[config.mk]
export PLATFORM = sky130hd
export DESIGN_NAME = ysyx_25060173_wbu
export DESIGN_NICKNAME = d
export VERILOG_FILES = /design/src/rtl/ysyx_25060173_wbu.sv
export SDC_FILE = /design/constraint.sdc
export NUM_CORES = 1
export LEC_CHECK = 0
export ABC_AREA = 1
export CAP_MARGIN = 20
export CORE_UTILIZATION = 30
export CTS_CLUSTER_DIAMETER = 100
export DETAILED_ROUTE_END_ITERATION = 10
export PLACE_DENSITY = 0.52
export SLEW_MARGIN = 30
export SYNTH_ARGS = -nofsm -noshare
export SYNTH_HDL_FRONTEND = slang
export SYNTH_SLANG_ARGS = --single-unit
export TNS_END_PERCENT = 50
[constraint.sdc]
create_clock -name clk -period 4.5 [get_ports clk]
set_input_delay 0.675 -clock clk [delete_from_list [all_inputs] [get_ports clk]]
set_output_delay 0.675 -clock clk [all_outputs]
set_load 0.05 [all_outputs]
[src/rtl/ysyx_25060173_wbu.sv]
// Write-back unit: selects the ALU result or extended load data, drives a registered
// register-file write port, and tracks pending writes per register for hazard detection.
module ysyx_25060173_wbu #(
    parameter int ADDR_WIDTH = 5,
    parameter int DATA_WIDTH = 32
) (
    input  logic                  clk,
    input  logic                  rst,
    input  logic                  iss_valid,
    input  logic                  iss_wen,
    input  logic [ADDR_WIDTH-1:0] iss_rd,
    output logic                  iss_ready,
    input  logic [ADDR_WIDTH-1:0] q_rs1,
    input  logic [ADDR_WIDTH-1:0] q_rs2,
    output logic                  q_busy1,
    output logic                  q_busy2,
    input  logic                  in_valid,
    output logic                  in_ready,
    input  logic                  in_wen,
    input  logic [ADDR_WIDTH-1:0] in_rd,
    input  logic                  in_sel,
    input  logic [DATA_WIDTH-1:0] in_alu,
    input  logic [DATA_WIDTH-1:0] in_ldata,
    input  logic [2:0]            in_funct3,
    input  logic [1:0]            in_addr_lo,
    output logic                  rf_we,
    output logic [ADDR_WIDTH-1:0] rf_waddr,
    output logic [DATA_WIDTH-1:0] rf_wdata,
    output logic                  ld_err
);

    localparam int NREG = 1 << ADDR_WIDTH;

    logic [1:0]            pend_cnt [NREG];
    logic                  accept;
    logic                  issue_fire;
    logic [DATA_WIDTH-1:0] byte_sh;
    logic [DATA_WIDTH-1:0] half_sh;
    logic [DATA_WIDTH-1:0] load_val;
    logic                  load_bad;
    logic [DATA_WIDTH-1:0] sel_val;

    assign in_ready   = ~rst;
    assign accept     = in_valid & in_ready;
    assign iss_ready  = ~(iss_wen && (pend_cnt[iss_rd] == 2'd3));
    assign issue_fire = iss_valid & iss_ready & iss_wen & (iss_rd != '0);
    assign q_busy1    = (pend_cnt[q_rs1] != 2'd0);
    assign q_busy2    = (pend_cnt[q_rs2] != 2'd0);

    assign byte_sh = in_ldata >> {in_addr_lo, 3'b000};
    assign half_sh = in_ldata >> {in_addr_lo[1], 4'b0000};

    always_comb begin
        load_val = '0;
        load_bad = 1'b0;
        case (in_funct3)
            3'b000:  load_val = {{(DATA_WIDTH-8){byte_sh[7]}}, byte_sh[7:0]};
            3'b001:  load_val = {{(DATA_WIDTH-16){half_sh[15]}}, half_sh[15:0]};
            3'b010:  load_val = in_ldata;
            3'b100:  load_val = {{(DATA_WIDTH-8){1'b0}}, byte_sh[7:0]};
            3'b101:  load_val = {{(DATA_WIDTH-16){1'b0}}, half_sh[15:0]};
            default: load_bad = 1'b1;
        endcase
    end

    assign sel_val = in_sel ? load_val : in_alu;

    always_ff @(posedge clk) begin
        if (rst) begin
            rf_we    <= 1'b0;
            rf_waddr <= '0;
            rf_wdata <= '0;
            ld_err   <= 1'b0;
        end else if (accept) begin
            rf_we    <= in_wen & (in_rd != '0);
            rf_waddr <= in_rd;
            rf_wdata <= sel_val;
            ld_err   <= in_sel & load_bad;
        end else begin
            rf_we    <= 1'b0;
            ld_err   <= 1'b0;
        end
    end

    // Issue and retire on the same register in one edge cancel out; retire at 0 saturates.
    always_ff @(posedge clk) begin
        for (int i = 0; i < NREG; i++) begin
            logic inc_hit;
            logic dec_hit;
            inc_hit = issue_fire && (iss_rd == i[ADDR_WIDTH-1:0]);
            dec_hit = rf_we && (rf_waddr == i[ADDR_WIDTH-1:0]);
            if (rst || i == 0) begin
                pend_cnt[i] <= 2'd0;
            end else if (inc_hit && !dec_hit) begin
                pend_cnt[i] <= pend_cnt[i] + 2'd1;
            end else if (dec_hit && !inc_hit && pend_cnt[i] != 2'd0) begin
                pend_cnt[i] <= pend_cnt[i] - 2'd1;
            end
        end
    end

endmodule

==> results of run 1 <==
## critical path, cell delays in order
cell	delay, ns
clkdlybuf4s50_1	0.74
nand2_1	0.32
a21oi_1	0.22
nor2_1	0.07
and3_1	0.15
o21ai_0	0.16
nand3b_1	0.10
nand2_1	0.08
clkdlybuf4s50_1	0.79
## final timing paths
path	cells after the start	start	slack (ns)	end
min	2	rf_waddr[1]	0.54	rf_waddr[1]
max reg2reg	15	pend_cnt[18][1]	1.73	pend_cnt[31][1]
max	9	q_rs1[1]	0.53	q_busy1
min reg2reg	2	rf_waddr[1]	0.54	rf_waddr[1]
## layout make-up
type | instances | area, um2
Fill cell | 3050 | 17310
Multi-Input combinational cell | 983 | 4873
Sequential cell | 101 | 2643
Timing Repair Buffer | 156 | 1524
Inverter | 180 | 679.4
Tap cell | 378 | 473.0
Clock buffer | 12 | 246.5
Clock inverter | 4 | 31.28
## cell families (layout without fill, tap and decap cells)
group	count (synthesis)	after routing
AO/OA/AOI/OAI	212	212
XOR/XNOR	1	1
adder cells (fa/ha/maj)	30	30
buffers and inverters	234	352
flip-flops	101	101
multiplexers	1	1
AND/OR/NAND/NOR	739	739
## flip-flops by register name, summed over array words and instances (netlist names)
name	flops
ld_err	1
pend_cnt	62
rf_waddr	5
rf_wdata	32
rf_we	1
## stage by stage
| step | utilization | worst slack, ns |
|---|---|---|
| floorplan | - | 1.312 |
| detailed placement | 0.3669 | 0.5392 |
| global placement | 0.3669 | 0.5228 |
| CTS | 0.3769 | 0.5357 |
| global route | 0.3769 | 0.3839 |
| finish | 0.3769 | 0.5291 |
## cells in the final DEF, fill, tap and decap left out, types with 5 or more instances in the layout
cell,netlist,layout
edfxtp_1,62,62
clkbuf_16,0,9
nand3b_1,15,15
o211ai_1,11,11
nand3_1,111,111
a31oi_1,5,5
buf_4,4,19
o21ai_0,69,69
nor3_4,8,8
clkdlybuf4s50_1,0,136
nor3_1,43,43
inv_2,13,14
dfxtp_1,39,39
nor2_1,86,86
a21oi_1,98,98
nand4_1,54,54
o311ai_0,5,5
inv_1,162,160
nand2_1,412,412
ha_1,30,30
## per-layer routing
| layer | track usage | vias up | part of all wire |
|---|---|---|---|
| li1 | - | 4640 | - |
| met1 | 0.2874 | 4289 | 0.45 |
| met2 | 0.3535 | 334 | 0.45 |
| met4 | 0.07951 | 0 | 0.028 |
| met5 | 0 | - | 0 |
| met3 | 0.04605 | 49 | 0.072 |
## where the power goes
group	internal [mW]	total, mW	leakage (nW)	switching [mW]
sequential	1.03	1.07	0.966	0.0388
clock	0.398	0.791	0.139	0.393
combinational	0.233	0.661	3.44	0.428
==> results.cfg, run 1 <==
[outcome]
status = finished clean

[synthesis]
syn_avg_cell_area_um2 = 6.411
synthAdderAreaFrac = 0.04442
synth_area_leaders = edfxtp_1 (22%), nand2_1 (18%), dfxtp_1 (9.2%)
ys_types = 43
syn_area_um2 = 8449
muxShareOfSynthArea = 0.001185
synth_top_family_by_area = simple AND/OR/NAND/NOR gates
syn_nets = 1444
yosys.area.top_type = edfxtp_1
synthArstFlopShare = 0
yosysMostFrequentCell = nand2_1
synthCells = 1318
synth_edf_count = 62
yosys-top-cells-count = nand2_1 (412), inv_1 (162), nand3_1 (111)
synth-compound-area-share = 0.1390
ys_seq_elements = 101
ys.flop_type = edfxtp_1
synth_xor_area_frac = 0.001037
synth_top_area_frac = 0.2203
yosys.area_share.simple = 0.3911
yosysSeqAreaShare = 0.3127
ys.warnings.count = 0

[critical_path]
start_kind = primary input
crit_path_max_fanout = 12
arrival_ns = 3.30
cp_data_required_time_ns = 3.83
critPathKind = primary input to output pin
end_kind = output pin

[sta]
drv_slew = 0
skew_ns = 0.01401
hold_viol = 0
max_freq_mhz = 251.8
holdWs_ns = 0.5399
fin_crit_sh = 0.8824
setup_tns_ns = 0
rsz0062_at_grt = no
setup_viol = 0
slew_headroom = 0.3991
tightest_slew_ns = 0.8944
period_needed_ns = 3.971

[grt]
grt_pass1_vias = 8917
grt_pass1_wl_mm = 48.95
grt_max_degree = 45
overflow = 0
grtUsageTotal = 0.2192
antenna_found_initial = 0

[pwr]
ir_worst_vdd_mv = 0.1619
total_power_mw = 2.518
leakagePower_nw = 4.540
power_per_cell_area_nw_per_um2 = 240.5

[clock_network]
cts.htree.levels = 3
clk_pin_slew_ns = 0.07
clock-sinks = 101
cts_tree = built
clockBufferDepth = 2
cts_hold_buf = 0
clk-insertion-delay-late_ns = 0.37
post_cts_buffers = 0
cts_root_buf = clkbuf_16
cts_buffers = 9
cts_resized = 0

[placed_design]
globalplace.congestion = 0.9416
place_hpwl_mm = 23.85
post_dp_cell_area_um2 = 10190
place_inst = 1798
portBuffers = 138

[cells_and_area]
final_area_um2 = 10470
finalNonFillerCells = 1814
drive_gt1_frac = 0.04596
num-nets-final = 1557
antenna_cells = 0
syn2layout_area_growth_pct = 23.91

[drt]
antenna_left = 0
num_vias = 9312
vias_per_cell = 5.133
drc = 0
drtPass1Iterations = 5
drt_iter0_drc = 796
wl_per_cell_um = 17.12
totalWireLength_mm = 31.06

[die]
fp-row-count = 61
coreArea_um2 = 27780
fp.dieW_um = 169.8
dieHeight_um = 169.8
start_util = 0.3041
io_pins = 139
die_area_um2 = 28840

[hold_path]
hp-class = flip-flop to flip-flop

[flow_run]
cap_violations = 0
Note: power is estimated with default switching activity, not from simulation.
==> inputs of run 2 (changes only) <==
--- a/config.mk
+++ b/config.mk
@@ -8,6 +8,7 @@
 export ABC_AREA = 1
 export CAP_MARGIN = 20
 export CORE_UTILIZATION = 30
+export CTS_BUF_LIST = sky130_fd_sc_hd__clkbuf_16
 export CTS_CLUSTER_DIAMETER = 100
 export DETAILED_ROUTE_END_ITERATION = 10
 export PLACE_DENSITY = 0.52
==> results.cfg, run 2 (synthesis gave the netlist of run 1 again) <==
[critical_path]
slowest_stage = clkdlybuf4s50_1
critPathKind = primary input to output pin
cp_data_required_time_ns = 3.83
arrival_ns = 3.33
slowest_delay_ns = 0.79
start_kind = primary input
path_cells = clkdlybuf4s50_1 > nand2_1 > a21oi_1 > nor2_1 > and3_1 > o21ai_0 > nand3b_1 > nand2_1 > clkdlybuf4s50_1
crit_path_max_fanout = 12
end_kind = output pin

[drt]
num_vias = 9347
drt_iter0_drc = 835
antenna_left = 0
drtPass1Iterations = 5
wl_per_cell_um = 17.13
vias_per_cell = 5.153
drc = 0
totalWireLength_mm = 31.08

[cells_and_area]
antenna_cells = 0
n_fill_cell = 3052
reg.largest.list = pend_cnt (62), rf_wdata (32), rf_waddr (5)
final_common_cell = nand2_1
finalNonFillerCells = 1814
num-nets-final = 1557
largest_register = pend_cnt
largest_reg_flops = 62
drive_gt1_frac = 0.04526
syn2layout_area_growth_pct = 23.80
final_cell_mix = nand2_1 (412), inv_1 (162), clkdlybuf4s50_1 (136)

[grt]
grt_pass1_wl_mm = 48.93
grt_max_degree = 45
overflow = 0
grt_pass1_vias = 8918
grtUsageTotal = 0.2191
antenna_found_initial = 0

[placed_design]
globalplace.congestion = 0.9416
dp_slack_ns = 0.5392
place_inst = 1798
place_hpwl_mm = 23.85
portBuffers = 138

[sta]
max_freq_mhz = 249.9
fin_crit_sh = 0.8892
holdWs_ns = 0.5383
tightest_slew_ns = 0.8930
setup_tns_ns = 0
drv_slew = 0
setup_slack_ns = 0.4986
setup_viol = 0
hold_viol = 0
period_needed_ns = 4.001
skew_ns = 0.01435
rsz0062_at_grt = no
slew_headroom = 0.4001

[clock_network]
cts_hold_buf = 0
clk_pin_slew_ns = 0.08
clock-sinks = 101
cts_buffers = 9
clk-insertion-delay-late_ns = 0.37
cts_tree = built
clockBufferDepth = 2
cts_root_buf = clkbuf_16
cts.htree.levels = 3
cts_resized = 0
post_cts_buffers = 0

[die]
die_area_um2 = 28840
fp-row-count = 61
start_util = 0.3041
coreArea_um2 = 27780
dieHeight_um = 169.8
fp.dieW_um = 169.8
io_pins = 139

[outcome]
status = finished clean

[pwr]
power_per_cell_area_nw_per_um2 = 238.6
total_power_mw = 2.496
ir_worst_vdd_mv = 0.1622
leakagePower_nw = 4.543

[flow_run]
cap_violations = 0

[hold_path]
hp-class = flip-flop to flip-flop
[run 2: where the power goes]
part           internal [mW]  leakage, nW  switching [mW]
registers               1.03        0.966          0.0387
clock network          0.376        0.142           0.392
logic                  0.233         3.44           0.429
total                   1.64         4.54           0.859
[run 2: final cells by class]
type | count | area (um2) | area share
multi-input combinational | 983 | 4873 | 0.4659
tap | 378 | 473.0 | 0.04522
inverter | 180 | 679.4 | 0.06495
sequential | 101 | 2643 | 0.2526
clock inverter | 7 | 42.54 | 0.004067
clock buffer | 9 | 225.2 | 0.02153
timing repair buffer | 156 | 1524 | 0.1457
[run 2: per-stage QoR]
stage	utilization	cell area [um2]
CTS	0.3765	10460
detailed placement	0.3669	10190
global placement	0.3669	10190
finish	0.3765	10460
global route	0.3765	10460
floorplan	-	8449
[run 2: worst paths after layout]
check | slack, ns | to | cells past startpoint | start
worst min-delay path | 0.54 | rf_wdata[15] | 2 | rf_wdata[15]
worst min register to register | 0.54 | rf_wdata[15] | 2 | rf_wdata[15]
worst max register to register | 1.76 | pend_cnt[31][1] | 15 | pend_cnt[18][1]
worst max-delay path | 0.50 | q_busy1 | 9 | q_rs1[1]
[run 2: critical path, delay by kind of cell]
| kind | cells | cell delay, ns |
|---|---|---|
| buffers and inverters | 2 | 1.53 |
| and+or+nand+nor | 5 | 0.73 |
| AOI/OAI and AO/OA | 2 | 0.39 |
[run 2: metal layers]
metal	wire, um	global-route usage
met1	14030	0.2871
met4	898	0.07951
met3	2191	0.04605
met5	0	0
met2	13960	0.3535
